File: src/rtl/trace_pkg.sv
// trace_pkg: shared types and constants for the trace emitter.
//   state_e      serializer FSM states
//   WORD_*       word index of each field within a record
//   HDR_*        bit positions inside the header word
//   trace_rec_t  one sampled pipeline record as it sits in the FIFO
//   hdr_word()   packs a record's header word
// Optional feature macro: TRACE_WB_EN (adds writeback fields and a fourth word).
package trace_pkg;

  typedef enum logic [2:0] {
    ST_IDLE = 3'd0,
    ST_HDR  = 3'd1,
    ST_CNT  = 3'd2,
    ST_PC   = 3'd3,
    ST_WB   = 3'd4
  } state_e;

  localparam int unsigned WORD_HDR = 0;
  localparam int unsigned WORD_CNT = 1;
  localparam int unsigned WORD_PC  = 2;
  localparam int unsigned WORD_WB  = 3;

  localparam int unsigned HDR_OVF   = 31;
  localparam int unsigned HDR_WBV   = 30;
  localparam int unsigned HDR_RD_HI = 29;
  localparam int unsigned HDR_RD_LO = 25;

  // Counter fields are already zero-extended to 16 bits; rd_* stay zero
  // when the writeback extension is compiled out.
  typedef struct packed {
    logic        ovf;
    logic        rd_we;
    logic [4:0]  rd_addr;
    logic [15:0] cyc;
    logic [15:0] stl;
    logic [15:0] flu;
    logic [31:0] pc;
    logic [31:0] rd_data;
  } trace_rec_t;

  function automatic logic [31:0] hdr_word(input trace_rec_t r);
    logic [31:0] w;
    w                        = '0;
    w[HDR_OVF]               = r.ovf;
    w[HDR_WBV]               = r.rd_we;
    w[HDR_RD_HI:HDR_RD_LO]   = r.rd_addr;
    w[15:0]                  = r.cyc;
    return w;
  endfunction

endpackage

File: src/rtl/trace_fifo.sv
// trace_fifo: DEPTH-entry record FIFO between the sampler and the serializer.
//   clk_i, rst_i   clock, asynchronous active-low reset
//   push_i, wdata_i  write request and record; ignored when full unless popping
//   pop_i, rdata_o   read request and head record (combinational from the head slot)
//   full_o, empty_o  status from pointer comparison
// Pointers carry one extra MSB so full and empty are distinguishable.
// A push while full is accepted when a pop happens on the same edge.
module trace_fifo
  import trace_pkg::*;
#(
  parameter int unsigned DEPTH = 4
) (
  input  logic       clk_i,
  input  logic       rst_i,
  input  logic       push_i,
  input  trace_rec_t wdata_i,
  input  logic       pop_i,
  output trace_rec_t rdata_o,
  output logic       full_o,
  output logic       empty_o
);

  localparam int unsigned AW = $clog2(DEPTH);

  trace_rec_t    mem_q [DEPTH];
  logic [AW:0]   wr_ptr_q, wr_ptr_d;
  logic [AW:0]   rd_ptr_q, rd_ptr_d;
  logic          push_ok;
  logic          pop_ok;

  assign empty_o = (wr_ptr_q == rd_ptr_q);
  assign full_o  = (wr_ptr_q[AW] != rd_ptr_q[AW]) &&
                   (wr_ptr_q[AW-1:0] == rd_ptr_q[AW-1:0]);

  assign pop_ok  = pop_i && !empty_o;
  assign push_ok = push_i && (!full_o || pop_ok);

  assign rdata_o = mem_q[rd_ptr_q[AW-1:0]];

  always_comb begin
    wr_ptr_d = wr_ptr_q;
    rd_ptr_d = rd_ptr_q;
    if (push_ok) wr_ptr_d = wr_ptr_q + 1'b1;
    if (pop_ok)  rd_ptr_d = rd_ptr_q + 1'b1;
  end

  always_ff @(posedge clk_i or negedge rst_i) begin
    if (!rst_i) begin
      wr_ptr_q <= '0;
      rd_ptr_q <= '0;
    end else begin
      wr_ptr_q <= wr_ptr_d;
      rd_ptr_q <= rd_ptr_d;
    end
  end

  // Storage needs no reset: the pointers define which slots are meaningful.
  always_ff @(posedge clk_i) begin
    if (push_ok) mem_q[wr_ptr_q[AW-1:0]] <= wdata_i;
  end

endmodule

File: src/rtl/trace_emitter.sv
// trace_emitter: samples CPU pipeline state every enabled cycle and serializes
// one framed record per cycle onto a valid/ready 32-bit word stream.
//   clk_i, rst_i             clock, asynchronous active-low reset
//   start_i                  sampling enable; one record per cycle while high
//   pc_i                     current PC
//   stall_i, branch_i        stall counted only when branch_i is low
//   flush_i                  IF/ID flush
//   rd_we_i, rd_addr_i, rd_data_i  MEM/WB writeback (used only with TRACE_WB_EN)
//   trace_ready_i            sink ready
//   trace_valid_o, trace_data_o, trace_last_o  word stream out
// Words: header {ovf, wbv, rd_addr, 0, cyc}, {stl, flu}, pc [, rd_data].
// Optional feature macro: TRACE_WB_EN (4-word records with writeback info).
//
// state   | meaning
// IDLE    | no record in flight; pops the FIFO when it has a record
// HDR     | presenting header word
// CNT     | presenting {stall, flush} counter word
// PC      | presenting PC word (last word unless TRACE_WB_EN)
// WB      | presenting writeback data word (TRACE_WB_EN only, last word)
module trace_emitter
  import trace_pkg::*;
#(
  parameter int unsigned DEPTH = 4,
  parameter int unsigned CNT_W = 16
) (
  input  logic        clk_i,
  input  logic        rst_i,
  input  logic        start_i,
  input  logic [31:0] pc_i,
  input  logic        stall_i,
  input  logic        branch_i,
  input  logic        flush_i,
  input  logic        rd_we_i,
  input  logic [4:0]  rd_addr_i,
  input  logic [31:0] rd_data_i,
  input  logic        trace_ready_i,
  output logic        trace_valid_o,
  output logic [31:0] trace_data_o,
  output logic        trace_last_o
);

  logic [CNT_W-1:0] cyc_q, cyc_d;
  logic [CNT_W-1:0] stl_q, stl_d;
  logic [CNT_W-1:0] flu_q, flu_d;
  logic             ovf_pending_q, ovf_pending_d;
  state_e           state_q, state_d;
  trace_rec_t       cur_q, cur_d;
  trace_rec_t       rec_in;
  trace_rec_t       fifo_head;
  logic             fifo_full;
  logic             fifo_empty;
  logic             fifo_pop;
  logic             push_accept;

  // ---------------------------------------------------------------- counters
  always_comb begin
    cyc_d = cyc_q;
    stl_d = stl_q;
    flu_d = flu_q;
    if (start_i) begin
      cyc_d = cyc_q + CNT_W'(1);
      if (stall_i && !branch_i && (stl_q != '1)) stl_d = stl_q + CNT_W'(1);
      if (flush_i && (flu_q != '1))              flu_d = flu_q + CNT_W'(1);
    end
  end

  // A record whose push is refused is lost; the flag rides on the next
  // record that does make it into the FIFO.
  assign push_accept = !fifo_full || fifo_pop;

  always_comb begin
    ovf_pending_d = ovf_pending_q;
    if (start_i) ovf_pending_d = !push_accept;
  end

  // Cycle field is the pre-increment count; event counters include this
  // cycle's own stall/flush.
  always_comb begin
    rec_in         = '0;
    rec_in.ovf     = ovf_pending_q;
    rec_in.cyc     = 16'(cyc_q);
    rec_in.stl     = 16'(stl_d);
    rec_in.flu     = 16'(flu_d);
    rec_in.pc      = pc_i;
`ifdef TRACE_WB_EN
    rec_in.rd_we   = rd_we_i;
    rec_in.rd_addr = rd_addr_i;
    rec_in.rd_data = rd_we_i ? rd_data_i : 32'h0;
`endif
  end

`ifndef TRACE_WB_EN
  logic unused_rd;
  assign unused_rd = ^{rd_we_i, rd_addr_i, rd_data_i, cur_q.rd_data};
`endif

  always_ff @(posedge clk_i or negedge rst_i) begin
    if (!rst_i) begin
      cyc_q         <= '0;
      stl_q         <= '0;
      flu_q         <= '0;
      ovf_pending_q <= 1'b0;
    end else begin
      cyc_q         <= cyc_d;
      stl_q         <= stl_d;
      flu_q         <= flu_d;
      ovf_pending_q <= ovf_pending_d;
    end
  end

  trace_fifo #(
    .DEPTH (DEPTH)
  ) u_fifo (
    .clk_i   (clk_i),
    .rst_i   (rst_i),
    .push_i  (start_i),
    .wdata_i (rec_in),
    .pop_i   (fifo_pop),
    .rdata_o (fifo_head),
    .full_o  (fifo_full),
    .empty_o (fifo_empty)
  );

  // --------------------------------------------------------------- serializer
  always_comb begin
    state_d       = state_q;
    fifo_pop      = 1'b0;
    trace_valid_o = 1'b0;
    trace_data_o  = 32'h0;
    trace_last_o  = 1'b0;
    unique case (state_q)
      ST_IDLE: begin
        if (!fifo_empty) begin
          fifo_pop = 1'b1;
          state_d  = ST_HDR;
        end
      end
      ST_HDR: begin
        trace_valid_o = 1'b1;
        trace_data_o  = hdr_word(cur_q);
        if (trace_ready_i) state_d = ST_CNT;
      end
      ST_CNT: begin
        trace_valid_o = 1'b1;
        trace_data_o  = {cur_q.stl, cur_q.flu};
        if (trace_ready_i) state_d = ST_PC;
      end
      ST_PC: begin
        trace_valid_o = 1'b1;
        trace_data_o  = cur_q.pc;
`ifdef TRACE_WB_EN
        if (trace_ready_i) state_d = ST_WB;
`else
        trace_last_o  = 1'b1;
        // Chain straight into the next record when one is waiting.
        if (trace_ready_i) begin
          if (!fifo_empty) begin
            fifo_pop = 1'b1;
            state_d  = ST_HDR;
          end else begin
            state_d  = ST_IDLE;
          end
        end
`endif
      end
      ST_WB: begin
`ifdef TRACE_WB_EN
        trace_valid_o = 1'b1;
        trace_data_o  = cur_q.rd_data;
        trace_last_o  = 1'b1;
        if (trace_ready_i) begin
          if (!fifo_empty) begin
            fifo_pop = 1'b1;
            state_d  = ST_HDR;
          end else begin
            state_d  = ST_IDLE;
          end
        end
`else
        state_d = ST_IDLE;
`endif
      end
      default: state_d = ST_IDLE;
    endcase
  end

  always_comb begin
    cur_d = cur_q;
    if (fifo_pop) cur_d = fifo_head;
  end

  always_ff @(posedge clk_i or negedge rst_i) begin
    if (!rst_i) begin
      state_q <= ST_IDLE;
      cur_q   <= '0;
    end else begin
      state_q <= state_d;
      cur_q   <= cur_d;
    end
  end

endmodule

File: config.mk
export PLATFORM = sky130hd
export DESIGN_NAME = trace_emitter
export DESIGN_NICKNAME = d
export VERILOG_FILES = /design/src/rtl/trace_pkg.sv /design/src/rtl/trace_fifo.sv /design/src/rtl/trace_emitter.sv
export SDC_FILE = /design/constraint.sdc
export NUM_CORES = 1
export LEC_CHECK = 0
export BUFFER_PORTS_ARGS = -buffer_cell sky130_fd_sc_hd__buf_4
export CORE_UTILIZATION = 58
export DETAILED_ROUTE_END_ITERATION = 16
export GPL_ROUTABILITY_DRIVEN = 0
export PLACE_DENSITY = 0.86
export SYNTH_ARGS = -nofsm -noshare
export SYNTH_HDL_FRONTEND = slang
export SYNTH_SLANG_ARGS = --single-unit
File: constraint.sdc
create_clock -name clk_i -period 6.15 [get_ports clk_i]
set_input_delay 0.3075 -clock clk_i [delete_from_list [all_inputs] [get_ports clk_i]]
set_output_delay 0.3075 -clock clk_i [all_outputs]
set_load 0.01 [all_outputs]
==> metrics <==
vias in the first global route 9900; max-slew violations 0; Avg Cell Area, Syn 19.29 um^2; CP peak stage delay 890 ps; hold buffers post-CTS 33; CP endpoint kind flip-flop; core box area 0.03003 mm^2; grt ovf 0; CTS resizes 0; clk slew on worst S/H paths 60 ps; total CTS buffers 44; filler instances 1818; die height 177.7 um; row cnt 63; post-synthesis sequential area ratio 0.7365; # IOs 111; CTS tree built; post-route setup TNS 0 ps; Final period util 0.5756; Worst EP required 6350 ps; Max IR drop VDD 0.4410 mV; Synth Cell Area 0.01790 mm^2; Most common cell on crit path buf_4; Die X 177.7 um; largest net degree at the start of global routing 84; first-pass GRT wire length 55610 um; number of remaining DRC errors 0; met1 usage 0.3031; Synth Warn # 0; total routed wirelength 35840 um; slowest stage cell, crit path and2_4; fin crit period 3540 ps; Via density 6.253; Antenna Nets Post-Route 0; clk_skew 15.30 ps; ratio of cells with drive above 1 in the final layout 0.2634; status completed; final hold violations 0; hold slack 119.9 ps; predominant post-synthesis flop cell edfxtp_1; Top Usage Layer GRT met2; total of max-cap violations 0; GRT Overall Usage 0.2369; # diodes 0; pwr dens 519.9 mW/mm^2; #FFs+latches synth 462; commonest non-fill, non-tap cell in the layout edfxtp_1; WS Path Type flip-flop to flip-flop; initial core utilization 0.5960; RSZ-0062 raised after global routing no; GR Layer Usage met2 0.4188; Post-DP HPWL 19290 um; Vias 9230; worst-case clock buffer depth 3; Post-synth EDFFs 324; Min-Delay Path Class input pin to flip-flop; CTS root buffer clkbuf_16; initial antenna violation count 0; Worst slew margin 0.3140; drt pass-1 iters 7; post-synthesis net count 1017; final net count 1139; P_leak 7.443 nW; met3 usage 0.03578; WL per Instance 24.28 um; setup bufs post-CTS 0; Setup Viol. Count Final 0; worst-margin pin slew 1029 ps; synthesized instance count 928; asr flop ratio synth 0.2987; H-tree depth 2; Sink Count 462; Max FO, Critical Path 60; Clk Latency, worst-skew pair 540 ps; critical path, cell by cell inv_1 -> ha_1 -> buf_4 -> a21oi_1 -> nor2_1 -> o31a_1 -> and2_4 -> buf_4; drt first-iter violations 710; die area 0.03157 mm^2; Area Overhead vs Synth 15.25%; port buffer count 72; most frequent cells in the layout 324 x edfxtp_1, 136 x dfrtp_1, 84 x buf_4; CP startpoint kind flip-flop; Cell variety after synth 42; CP arrival 3740 ps; Fmax 282.5 MHz
## state kept, by name, summed over array words and instances (netlist names)
signal / cells
cur_q: 81
u_fifo.mem_q: 324
ovf_pending_q: 1
state_q: 2
cyc_q: 16
stl_q: 16
flu_q: 16
u_fifo.rd_ptr_q: 3
u_fifo.wr_ptr_q: 3
## cell usage after synthesis (all sizes together), types with 3 or more instances
library cell / count / share of area
nor2: 51 / 0.011
nand2: 16 / 0.0034
buf: 20 / 0.0078
a31oi: 3 / 0.0010
mux4: 81 / 0.10
a21oi: 10 / 0.0028
dfrtp: 138 / 0.19
inv: 9 / 0.0019
nand4: 16 / 0.0056
and2: 6 / 0.0021
clkbuf: 22 / 0.0046
a22oi: 15 / 0.0063
and4: 8 / 0.0039
edfxtp: 324 / 0.54
mux2: 87 / 0.055
a222oi: 17 / 0.0095
and3: 5 / 0.0017
xnor2: 29 / 0.014
nand3: 17 / 0.0048
ha: 12 / 0.0084
xor2: 15 / 0.0073
nor4: 4 / 0.0014
nor3: 7 / 0.0020
## through the flow
| stage | instances | utilization | setup WS (ps) | power (mW) | area (um^2) |
|---|---|---|---|---|---|
| after floorplan | 928 | - | 2508 | 6.965 | 17900 |
| after global routing | 1476 | 0.6869 | 2427 | 11.18 | 20630 |
| after global placement | 1361 | 0.6275 | 2706 | 7.867 | 18840 |
| final | 1476 | 0.6869 | 2610 | 10.73 | 20630 |
| after CTS | 1476 | 0.6869 | 2598 | 10.80 | 20630 |
| after detailed placement | 1361 | 0.6275 | 2634 | 8.038 | 18840 |
## final timing paths
path,start,to,slack (ps),depth (start not counted)
min in group asynchronous,rst_i,cur_q[57],380,2
worst min register to register,cur_q[50],cur_q[50],490,1
worst max register to register,state_q[0],u_fifo.mem_q[1][68],2610,8
worst min-delay path,start_i,cyc_q[0],120,2
max in group asynchronous,rst_i,cur_q[39],4440,3
worst max-delay path,state_q[0],u_fifo.mem_q[1][68],2610,8
## cell type report
type	instances	area [um^2]	share of cell area
well taps	390	488.0	0.02366
clock inverters	16	168.9	0.008188
repair buffers	118	972.2	0.04713
flip-flops and latches	462	13190	0.6394
multi-input cells	415	4491	0.2177
clock buffers	66	1285	0.06229
inverters	9	33.78	0.001638
## power breakdown
part,internal [mW],switching [mW]
logic,1.48,1.73
clock network,1.58,1.12
registers,4.37,0.448
total,7.43,3.29
## routing by layer
layer / vias to the layer above / wire, um
met4: 0 / 843
met2: 353 / 19180
li1: 3942 / -
met3: 63 / 1978
met1: 4872 / 13840
met5: - / 0
## critical path: cells and delay by family (launching register included)
kind | cells | cell delay (ps)
DFF | 1 | 400
AOI/OAI and AO/OA | 2 | 480
adders and majority gates | 1 | 160
and+or+nand+nor | 2 | 1110
buffers and inverters | 3 | 1030
## cells by family (layout without fill, tap and decap cells)
group / Yosys count / after routing / share of synthesized area
AO/OA/AOI/OAI: 56 / 56 / 0.02489
XOR/XNOR: 44 / 44 / 0.02153
adder cells (fa/ha/maj): 12 / 12 / 0.008388
buffers and inverters: 51 / 209 / 0.01433
flip-flops: 462 / 462 / 0.7365
multiplexers: 168 / 168 / 0.1566
AND/OR/NAND/NOR: 135 / 135 / 0.03775
(Power assumes the default switching activity.)
